[src/rtl/crack_if.sv]
// Link between the key-search core and its arc4 decrypter: start/ready
// handshake, candidate key, and the synchronous plaintext read port.
interface crack_if;
    logic        arc4_en;
    logic        arc4_rdy;
    logic [23:0] arc4_key;
    logic [7:0]  pt_addr;
    logic [7:0]  pt_rddata;

    modport master (
        output arc4_en,
        output arc4_key,
        output pt_addr,
        input  arc4_rdy,
        input  pt_rddata
    );

    modport slave (
        input  arc4_en,
        input  arc4_key,
        input  pt_addr,
        output arc4_rdy,
        output pt_rddata
    );
endinterface

[src/rtl/crack.sv]
// Brute-force key search: launch arc4 for each candidate key, then accept the
// key if the decrypted length-prefixed message is entirely printable ASCII.
module crack #(
    parameter logic [23:0] KEY_START = 24'h000000,
    parameter logic [23:0] KEY_STEP  = 24'h000001
) (
    input  logic        clk,
    input  logic        rst_n,
    input  logic        en,
    output logic        rdy,
    input  logic        stop,
    output logic [23:0] key,
    output logic        key_valid,
    crack_if.master     bus
);

    typedef enum logic [3:0] {
        IDLE      = 4'd0,
        LAUNCH    = 4'd1,
        WAIT_ACK  = 4'd2,
        WAIT_DONE = 4'd3,
        LEN_ADDR  = 4'd4,
        LEN_CMP   = 4'd5,
        BYTE_ADDR = 4'd6,
        BYTE_CMP  = 4'd7,
        NEXT_KEY  = 4'd8,
        DONE      = 4'd9
    } state_t;

    state_t      state_q, state_d;
    logic [23:0] key_q, key_d;
    logic        key_valid_q, key_valid_d;
    logic [7:0]  len_q, len_d;
    logic [7:0]  idx_q, idx_d;
    logic        stop_req_q, stop_req_d;
    logic [7:0]  pt_addr_q, pt_addr_d;
    logic        rdy_q, rdy_d;
    logic        arc4_en_s;
    logic [24:0] next_sum_s;
    logic        byte_ok_s;

    assign next_sum_s = {1'b0, key_q} + {1'b0, KEY_STEP};
    assign byte_ok_s  = (bus.pt_rddata >= 8'h20) && (bus.pt_rddata <= 8'h7E);

    // Next-state and datapath updates for the search sequencer.
    always_comb begin
        state_d     = state_q;
        key_d       = key_q;
        key_valid_d = key_valid_q;
        len_d       = len_q;
        idx_d       = idx_q;
        stop_req_d  = stop_req_q | stop;
        arc4_en_s   = 1'b0;
        pt_addr_d   = 8'h00;
        rdy_d       = 1'b0;

        case (state_q)
            IDLE: begin
                stop_req_d = 1'b0;
                if (en) begin
                    key_d       = KEY_START;
                    key_valid_d = 1'b0;
                    state_d     = LAUNCH;
                end else begin
                    state_d = IDLE;
                end
            end
            LAUNCH: begin
                // No job is in flight yet, so an abort can finish right here.
                if (stop_req_d) begin
                    state_d = DONE;
                end else if (bus.arc4_rdy) begin
                    arc4_en_s = 1'b1;
                    state_d   = WAIT_ACK;
                end else begin
                    state_d = LAUNCH;
                end
            end
            WAIT_ACK: begin
                if (!bus.arc4_rdy) begin
                    state_d = WAIT_DONE;
                end else begin
                    state_d = WAIT_ACK;
                end
            end
            WAIT_DONE: begin
                if (bus.arc4_rdy) begin
                    state_d = stop_req_d ? DONE : LEN_ADDR;
                end else begin
                    state_d = WAIT_DONE;
                end
            end
            LEN_ADDR: begin
                state_d = stop_req_d ? DONE : LEN_CMP;
            end
            LEN_CMP: begin
                len_d = bus.pt_rddata;
                idx_d = 8'd1;
                if (stop_req_d) begin
                    state_d = DONE;
                end else if (bus.pt_rddata == 8'h00) begin
                    state_d = NEXT_KEY;
                end else begin
                    state_d = BYTE_ADDR;
                end
            end
            BYTE_ADDR: begin
                state_d = stop_req_d ? DONE : BYTE_CMP;
            end
            BYTE_CMP: begin
                if (stop_req_d) begin
                    state_d = DONE;
                end else if (!byte_ok_s) begin
                    state_d = NEXT_KEY;
                end else if (idx_q == len_q) begin
                    key_valid_d = 1'b1;
                    state_d     = DONE;
                end else begin
                    idx_d   = idx_q + 8'd1;
                    state_d = BYTE_ADDR;
                end
            end
            NEXT_KEY: begin
                // A carry out means the key space is exhausted; never wrap to 0.
                if (stop_req_d || next_sum_s[24]) begin
                    state_d = DONE;
                end else begin
                    key_d   = next_sum_s[23:0];
                    state_d = LAUNCH;
                end
            end
            DONE: begin
                stop_req_d = 1'b0;
                if (!en) begin
                    state_d = IDLE;
                end else begin
                    state_d = DONE;
                end
            end
            default: begin
                state_d    = IDLE;
                stop_req_d = 1'b0;
            end
        endcase

        if (state_d == BYTE_ADDR) begin
            pt_addr_d = idx_d;
        end else begin
            pt_addr_d = 8'h00;
        end

        if (state_d == IDLE) begin
            rdy_d = 1'b1;
        end else begin
            rdy_d = 1'b0;
        end
    end

    // State and datapath registers with asynchronous reset.
    always_ff @(posedge clk or negedge rst_n) begin
        if (!rst_n) begin
            state_q     <= IDLE;
            key_q       <= KEY_START;
            key_valid_q <= 1'b0;
            len_q       <= 8'h00;
            idx_q       <= 8'h00;
            stop_req_q  <= 1'b0;
            pt_addr_q   <= 8'h00;
            rdy_q       <= 1'b1;
        end else begin
            state_q     <= state_d;
            key_q       <= key_d;
            key_valid_q <= key_valid_d;
            len_q       <= len_d;
            idx_q       <= idx_d;
            stop_req_q  <= stop_req_d;
            pt_addr_q   <= pt_addr_d;
            rdy_q       <= rdy_d;
        end
    end

    assign rdy          = rdy_q;
    assign key          = key_q;
    assign key_valid    = key_valid_q;
    assign bus.arc4_en  = arc4_en_s;
    assign bus.arc4_key = key_q;
    assign bus.pt_addr  = pt_addr_q;

endmodule

[src/flat_wrapper.sv]
// flat-port wrapper written by rule: the top's interface ports become plain ports
module crack_flat 
#(
    parameter logic [23:0] KEY_START = 24'h000000,
    parameter logic [23:0] KEY_STEP  = 24'h000001
)
  (clk, rst_n, en, rdy, stop, key, key_valid, bus_arc4_en, bus_arc4_key, bus_pt_addr, bus_arc4_rdy, bus_pt_rddata);
  crack_if bus_i ();
  input  logic clk;
  input  logic rst_n;
  input  logic en;
  output logic rdy;
  input  logic stop;
  output logic [23:0] key;
  output logic key_valid;
  output wire logic [$bits(bus_i.arc4_en)-1:0] bus_arc4_en;
  output wire logic [$bits(bus_i.arc4_key)-1:0] bus_arc4_key;
  output wire logic [$bits(bus_i.pt_addr)-1:0] bus_pt_addr;
  input wire logic [$bits(bus_i.arc4_rdy)-1:0] bus_arc4_rdy;
  input wire logic [$bits(bus_i.pt_rddata)-1:0] bus_pt_rddata;
  assign bus_arc4_en = bus_i.arc4_en;
  assign bus_arc4_key = bus_i.arc4_key;
  assign bus_pt_addr = bus_i.pt_addr;
  assign bus_i.arc4_rdy = bus_arc4_rdy;
  assign bus_i.pt_rddata = bus_pt_rddata;
  crack #(.KEY_START(KEY_START), .KEY_STEP(KEY_STEP)) u_core (.clk(clk), .rst_n(rst_n), .en(en), .rdy(rdy), .stop(stop), .key(key), .key_valid(key_valid), .bus(bus_i));
endmodule
[config.mk]
export PLATFORM = sky130hd
export DESIGN_NAME = crack_flat
export DESIGN_NICKNAME = d
export VERILOG_FILES = /design/src/rtl/crack_if.sv /design/src/rtl/crack.sv /design/src/flat_wrapper.sv
export SDC_FILE = /design/constraint.sdc
export NUM_CORES = 1
export LEC_CHECK = 0
export ABC_AREA = 1
export CAP_MARGIN = 40
export CORE_MARGIN = 4
export CORE_UTILIZATION = 52
export DETAILED_ROUTE_END_ITERATION = 10
export PLACE_DENSITY = 0.85
export SYNTH_ARGS = -nofsm -noshare
export SYNTH_HDL_FRONTEND = slang
export SYNTH_SLANG_ARGS = --single-unit
[constraint.sdc]
create_clock -name clk -period 2.3 [get_ports clk]
set_clock_uncertainty 0.2 [all_clocks]
set_input_delay 0.46 -clock clk [delete_from_list [all_inputs] [get_ports clk]]
set_output_delay 0.46 -clock clk [all_outputs]
set_load 0.005 [all_outputs]
**Word level (Yosys, flattened, before mapping)**

Cells that the tools add are included.
W data, S select, Z words.

- Add/subtract/negate cells: 2
- Magnitude comparators: 2
- Eq/ne operators: 16
- Mux-type cells: 34
- Bitwise logic cells: 1
- Reductions and logical operators: 10

Operators with widths:

| operator | number |
|---|---|
| $mux W24 | 2 |
| $mux W4 | 12 |
| $pmux W24 S2 | 1 |
| $pmux W4 S10 | 1 |
| $mux W8 | 4 |
| $add A24 B1 Y25 const B | 1 |
| $eq A4 B3 Y1 const B | 5 |
| $pmux W8 S2 | 1 |
| $mux W1 | 11 |
| $add A8 B1 Y8 const B | 1 |
| $eq A4 B2 Y1 const B | 2 |
| $eq A4 B4 Y1 const B | 2 |
| $eq A8 B8 Y1 | 1 |
| $ge A8 B6 Y1 const B | 1 |
| $le A8 B7 Y1 const B | 1 |
| $logic_not A4 Y1 | 2 |
| $logic_not A8 Y1 | 1 |
| $reduce_or A8 Y1 | 1 |
| $ne A2 B2 Y1 const B | 3 |
| $reduce_and A5 Y1 | 1 |
| $eq A4 B1 Y1 const B | 1 |
| $ne A2 B1 Y1 const B | 2 |
| $reduce_bool A2 Y1 | 2 |
| $reduce_and A3 Y1 | 1 |
| 5 further kinds | 5 |

- Flip-flop bits (word level): 55
- Bits of input ports: 13
- Word-level logic and storage cells: 73

**Logic depth before layout (Yosys ltp)**

- Depth after elaboration: 7
- Mapped depth: 14

**Worst setup path before layout**

No wires, ideal clock.

- Path type: register -> register
- Start point: register u_core.key_q[0] (netlist: u_core.bus.arc4_key[0])
- End point: register u_core.key_q[18] (netlist: u_core.bus.arc4_key[18])
- Arrival time: 1.672 ns
- Setup slack: 0.311 ns
- Cell stages (with the launch flop): 14
- Period minus slack after synthesis: 1.989 ns
- Cell sequence: dfrtp_1 -> ha_1 -> nand2_2 -> nor2_4 -> inv_2 -> nor2_4 -> nand2_2 -> nor2_2 -> a21oi_2 -> nand2_2 -> nand2_4 -> buf_2 -> nand2_1 -> nand2_1

- Word-level cells in the longest chain between the ends: 4

Ends and longest elaborated chain:

| element | RTL line | source |
|---|---|---|
| start: declaration | crack.sv:31 | `logic [23:0] key_q, key_d;` |
| start signal: assignment | crack.sv:172 | `key_q <= key_d;` |
| $add A24 B1 Y25 * | crack.sv:42 | `assign next_sum_s = {1'b0, key_q} + {1'b0, KEY_STEP};` |
| $logic_or A1 B1 Y1 | crack.sv:125 | `if (stop_req_d \|\| next_sum_s[24]) begin` |
| $ne A2 B2 Y1 (no source line) | - |  |
| $reduce_and A3 Y1 (no source line) | - |  |

Mark *: on every way between the ends. The rest lies on a longest branch, timed or not. The select of a mux whose other input is x is not followed.
A chain may end at the register's enable or synchronous reset.

**Worst setup path after layout**

- Start point: register u_core.state_q[3]
- End point: output bus_arc4_en

- Word-level cells in the longest chain between the ends: 2

Ends and longest elaborated chain:

| element | RTL line | source |
|---|---|---|
| start: declaration | crack.sv:30 | `state_t state_q, state_d;` |
| start signal: assignment | crack.sv:171 | `state_q <= state_d;` |
| $eq A4 B1 Y1 | crack.sv:57 | `case (state_q)` |
| $mux W1 | crack.sv:57 |  |
| end: declaration | flat_wrapper.sv:16 | `output wire logic [$bits(bus_i.arc4_en)-1:0] bus_arc4_en;` |

Every way passes these cells.

==> results.json <==
{
  "synth_area_leaders": "dfrtp_1, nand2_1, nor2_1, buf_4, inv_1",
  "crit_type": "reg2out",
  "clock_power_share_pct": 21.6,
  "nNetsFinal": 569,
  "seqCellArea_um2": 1380,
  "instances_no_fill": 632,
  "dp_hpwl_mm": 7.07,
  "intPower_mw": 1.68,
  "synth_top_area_share_pct": 39.1,
  "port-buffer-count": 71,
  "place_inst": 622,
  "hold_path_class": "reg2reg",
  "setup_ws_ps": 158,
  "cts.clk_slew.worst_paths_ps": 100,
  "status": "completed",
  "fmax_mhz": 467,
  "cts_root_buf": "clkbuf_8",
  "io_pins": 72,
  "worst_ep_arrival_time_ps": 1480,
  "worst_ep_required_time_ps": 1640,
  "power_density_nw_per_um2": 624,
  "antenna_cells": 0,
  "synthDistinctLibCells": 37,
  "die_h_um": 89.5,
  "drv_slew": 0,
  "viasPerCell": 5.33,
  "antenna_left": 0,
  "wl_per_cell_um": 14.7,
  "min_from": "u_core.len_q[4]$_DFFE_PN0P_",
  "grt-ovfl-total": 0,
  "ys_ff_latch": 55,
  "p_comb_share_pct": 35.4,
  "finalCritPeriodShare_pct": 93.1,
  "power_leakage_nw": 2.09,
  "die_area_um2": 8020,
  "drc": 0,
  "p_sw_mw": 1.06,
  "grt_usage_pct": 25.2,
  "die_x_um": 89.5,
  "r2r-start": "u_core.bus.arc4_key[1]$_DFFE_PN0P_",
  "grt_pass1_wl_mm": 15.7,
  "pre_cts_slack_ps": -183,
  "multiInputGateArea_um2": 1650,
  "clkSinkCount": 55,
  "finalSetupViolCount": 0,
  "pwr-share-seq_pct": 43.0,
  "area_delta_synth_final_pct": 26.8,
  "worstPathMaxFanout": 6,
  "syn_avg_cell_area_um2": 7.26,
  "worst_pin_slew_ps": 599,
  "switching_share_pct": 38.6,
  "wl_mm": 9.29,
  "start_util_pct": 54.1,
  "drive_above_1_share_pct": 12.8,
  "clkLatencyLatePin_ps": 330,
  "fin_crit_ps": 2140,
  "numCtsBuffers": 5,
  "ys_seq_area_share_pct": 39.8,
  "r2r_setup_slack_ps": 180,
  "ys_warn_count": 0,
  "coreArea_um2": 6390,
  "slew_headroom_pct": 60.0,
  "nFillCells": 532,
  "power_mw": 2.74,
  "dr.pass1.iters": 5,
  "cp-start-kind": "flop",
  "reg2reg_depth": 13,
  "synth_nets": 491,
  "hold_violations": 0,
  "min_to": "u_core.len_q[4]$_DFFE_PN0P_",
  "gp_congestion": 0.916,
  "via_count": 3370,
  "max-vdd-ir-drop_v": 0.000475,
  "drtIter0Drc": 279,
  "cts_tree": "yes",
  "reg2reg_to": "u_core.bus.arc4_key[21]$_DFFE_PN0P_",
  "first_global_vias": 3413,
  "syn_area_um2": 3460,
  "htree_levels": 2,
  "synth_area_leader_cell": "dfrtp_1",
  "antenna_found_initial": 0,
  "grt_max_degree": 35,
  "cts_buffer_depth": 2,
  "netlist_instances": 476,
  "num_rows": 29,
  "end_kind": "output pin",
  "drv_cap": 0,
  "hold_path_depth": 2
}
==> state kept, by name, indices dropped and copies added, names as in the netlist <==
signal / cells
u_core.bus.arc4_key: 24
u_core.bus.pt_addr: 8
u_core.idx_q: 8
u_core.key_valid: 1
u_core.len_q: 8
u_core.rdy: 1
u_core.state_q: 4
u_core.stop_req_q: 1
==> layout make-up <==
cell class / count / share of cell area, %
Multi-Input combinational cell: 336 / 37.7
Sequential cell: 55 / 31.5
Timing Repair Buffer: 102 / 21.7
Inverter: 54 / 4.74
Tap cell: 77 / 2.20
Clock buffer: 5 / 1.57
Clock inverter: 3 / 0.628
==> power groups by stage <==
stage | registers (mW) | logic (mW) | clock network [mW]
finish | 1.18 | 0.969 | 0.591
global route | 1.20 | 1.07 | 0.640
CTS | 1.18 | 0.957 | 0.597
detailed placement | 1.20 | 0.927 | 0
global placement | 1.19 | 0.904 | 0
floorplan | 1.18 | 0.620 | 0
==> cell families after synthesis <==
group | Yosys count | synth area share (%)
AND/OR/NAND/NOR | 282 | 36.6
buffers and inverters | 85 | 12.7
flip-flops | 55 | 39.8
AO/OA/AOI/OAI | 32 | 5.14
XOR/XNOR | 20 | 5.07
adder cells (fa/ha/maj) | 2 | 0.724
==> critical path: stages (launching register included) <==
cell and delay [ps]:
dfrtp_2 490, nor2_2 210, nand2_1 110, nor2_1 120
dlygate4sd2_1 250
==> cell usage in the layout, fill, tap and decap left out, drive strengths merged, types with 2 or more instances in the layout <==
cell type        n
a21oi            7
buf             31
clkbuf           5
clkdlybuf4s50   69
dfrtp           54
ha               2
inv             55
nand2          151
nand3           37
nand4           18
nor2            62
nor3            11
o21ai           19
xnor2            7
xor2            13
==> per-stage QoR <==
step           hold WS, ps  instance area (um2)  TNS (ps)  util [%]
3_5_place_dp           288                 4260     -2760      66.7
2_1_floorplan        -35.6                 3460         0         -
4_1_cts                329                 4380         0      68.5
6_report               328                 4380         0      68.6
3_3_place_gp           276                 4260     -1030      66.7
5_1_grt                355                 4380    -0.869      68.6
==> synthesized netlist by cell type <==
| cell type | n |
|---|---|
| o21bai_1 | 1 |
| nand2_1 | 145 |
| nor2_1 | 53 |
| dfstp_2 | 1 |
| nor3_2 | 1 |
| a21oi_2 | 1 |
| inv_1 | 47 |
| dfrtp_1 | 54 |
| a211oi_1 | 1 |
| o211ai_1 | 1 |
| nand4_2 | 2 |
| nor4_1 | 1 |
| nand2_2 | 5 |
| nand3_1 | 35 |
| and3b_1 | 1 |
| o21ai_0 | 17 |
| buf_4 | 24 |
| xnor2_1 | 7 |
| a21oi_1 | 6 |
| or2_1 | 1 |
| nor2_4 | 4 |
| inv_6 | 1 |
| nand2_4 | 1 |
| nand4_1 | 16 |
| xor2_1 | 13 |
| o21ai_1 | 2 |
| buf_2 | 1 |
| a21o_1 | 1 |
| nor2_2 | 5 |
| a31oi_1 | 1 |
| a22oi_1 | 1 |
| buf_6 | 3 |
| nor3_1 | 10 |
| nand3_2 | 2 |
| inv_2 | 6 |
| clkbuf_1 | 3 |
| ha_1 | 2 |
==> repair_timing <==
action	4_1_cts	5_1_grt
gates resized for setup	3	2
endpoints found under the hold margin	20	0
buffers inserted	1	0
endpoints found under the setup margin	1	2
hold buffers	1	0
==> how the worst max path moves through the flow <==
stage | from | depth (start not counted) | end | slack, ps
5_1_grt | bus_pt_rddata[5] | 11 | u_core.bus.pt_addr[4]$_DFF_PN0_ | -0.9
4_1_cts | bus_pt_rddata[5] | 11 | u_core.bus.pt_addr[4]$_DFF_PN0_ | 130
3_5_place_dp | bus_pt_rddata[6] | 11 | u_core.bus.pt_addr[4]$_DFF_PN0_ | -180
6_report | u_core.state_q[3]$_DFF_PN0_ | 4 | bus_arc4_en | 160
2_1_floorplan | u_core.bus.arc4_key[0]$_DFFE_PN0P_ | 13 | u_core.bus.arc4_key[18]$_DFFE_PN0P_ | 310
3_3_place_gp | stop | 5 | bus_arc4_en | -100
==> routing by layer <==
layer,vias up,routed length [um],GRT usage (%)
met5,-,0,0
met4,0,201,9.47
met3,24,556,5.16
met2,121,4770,44.9
met1,1591,3760,29.7
li1,1634,-,-
Power figures use the tool's default switching activity.
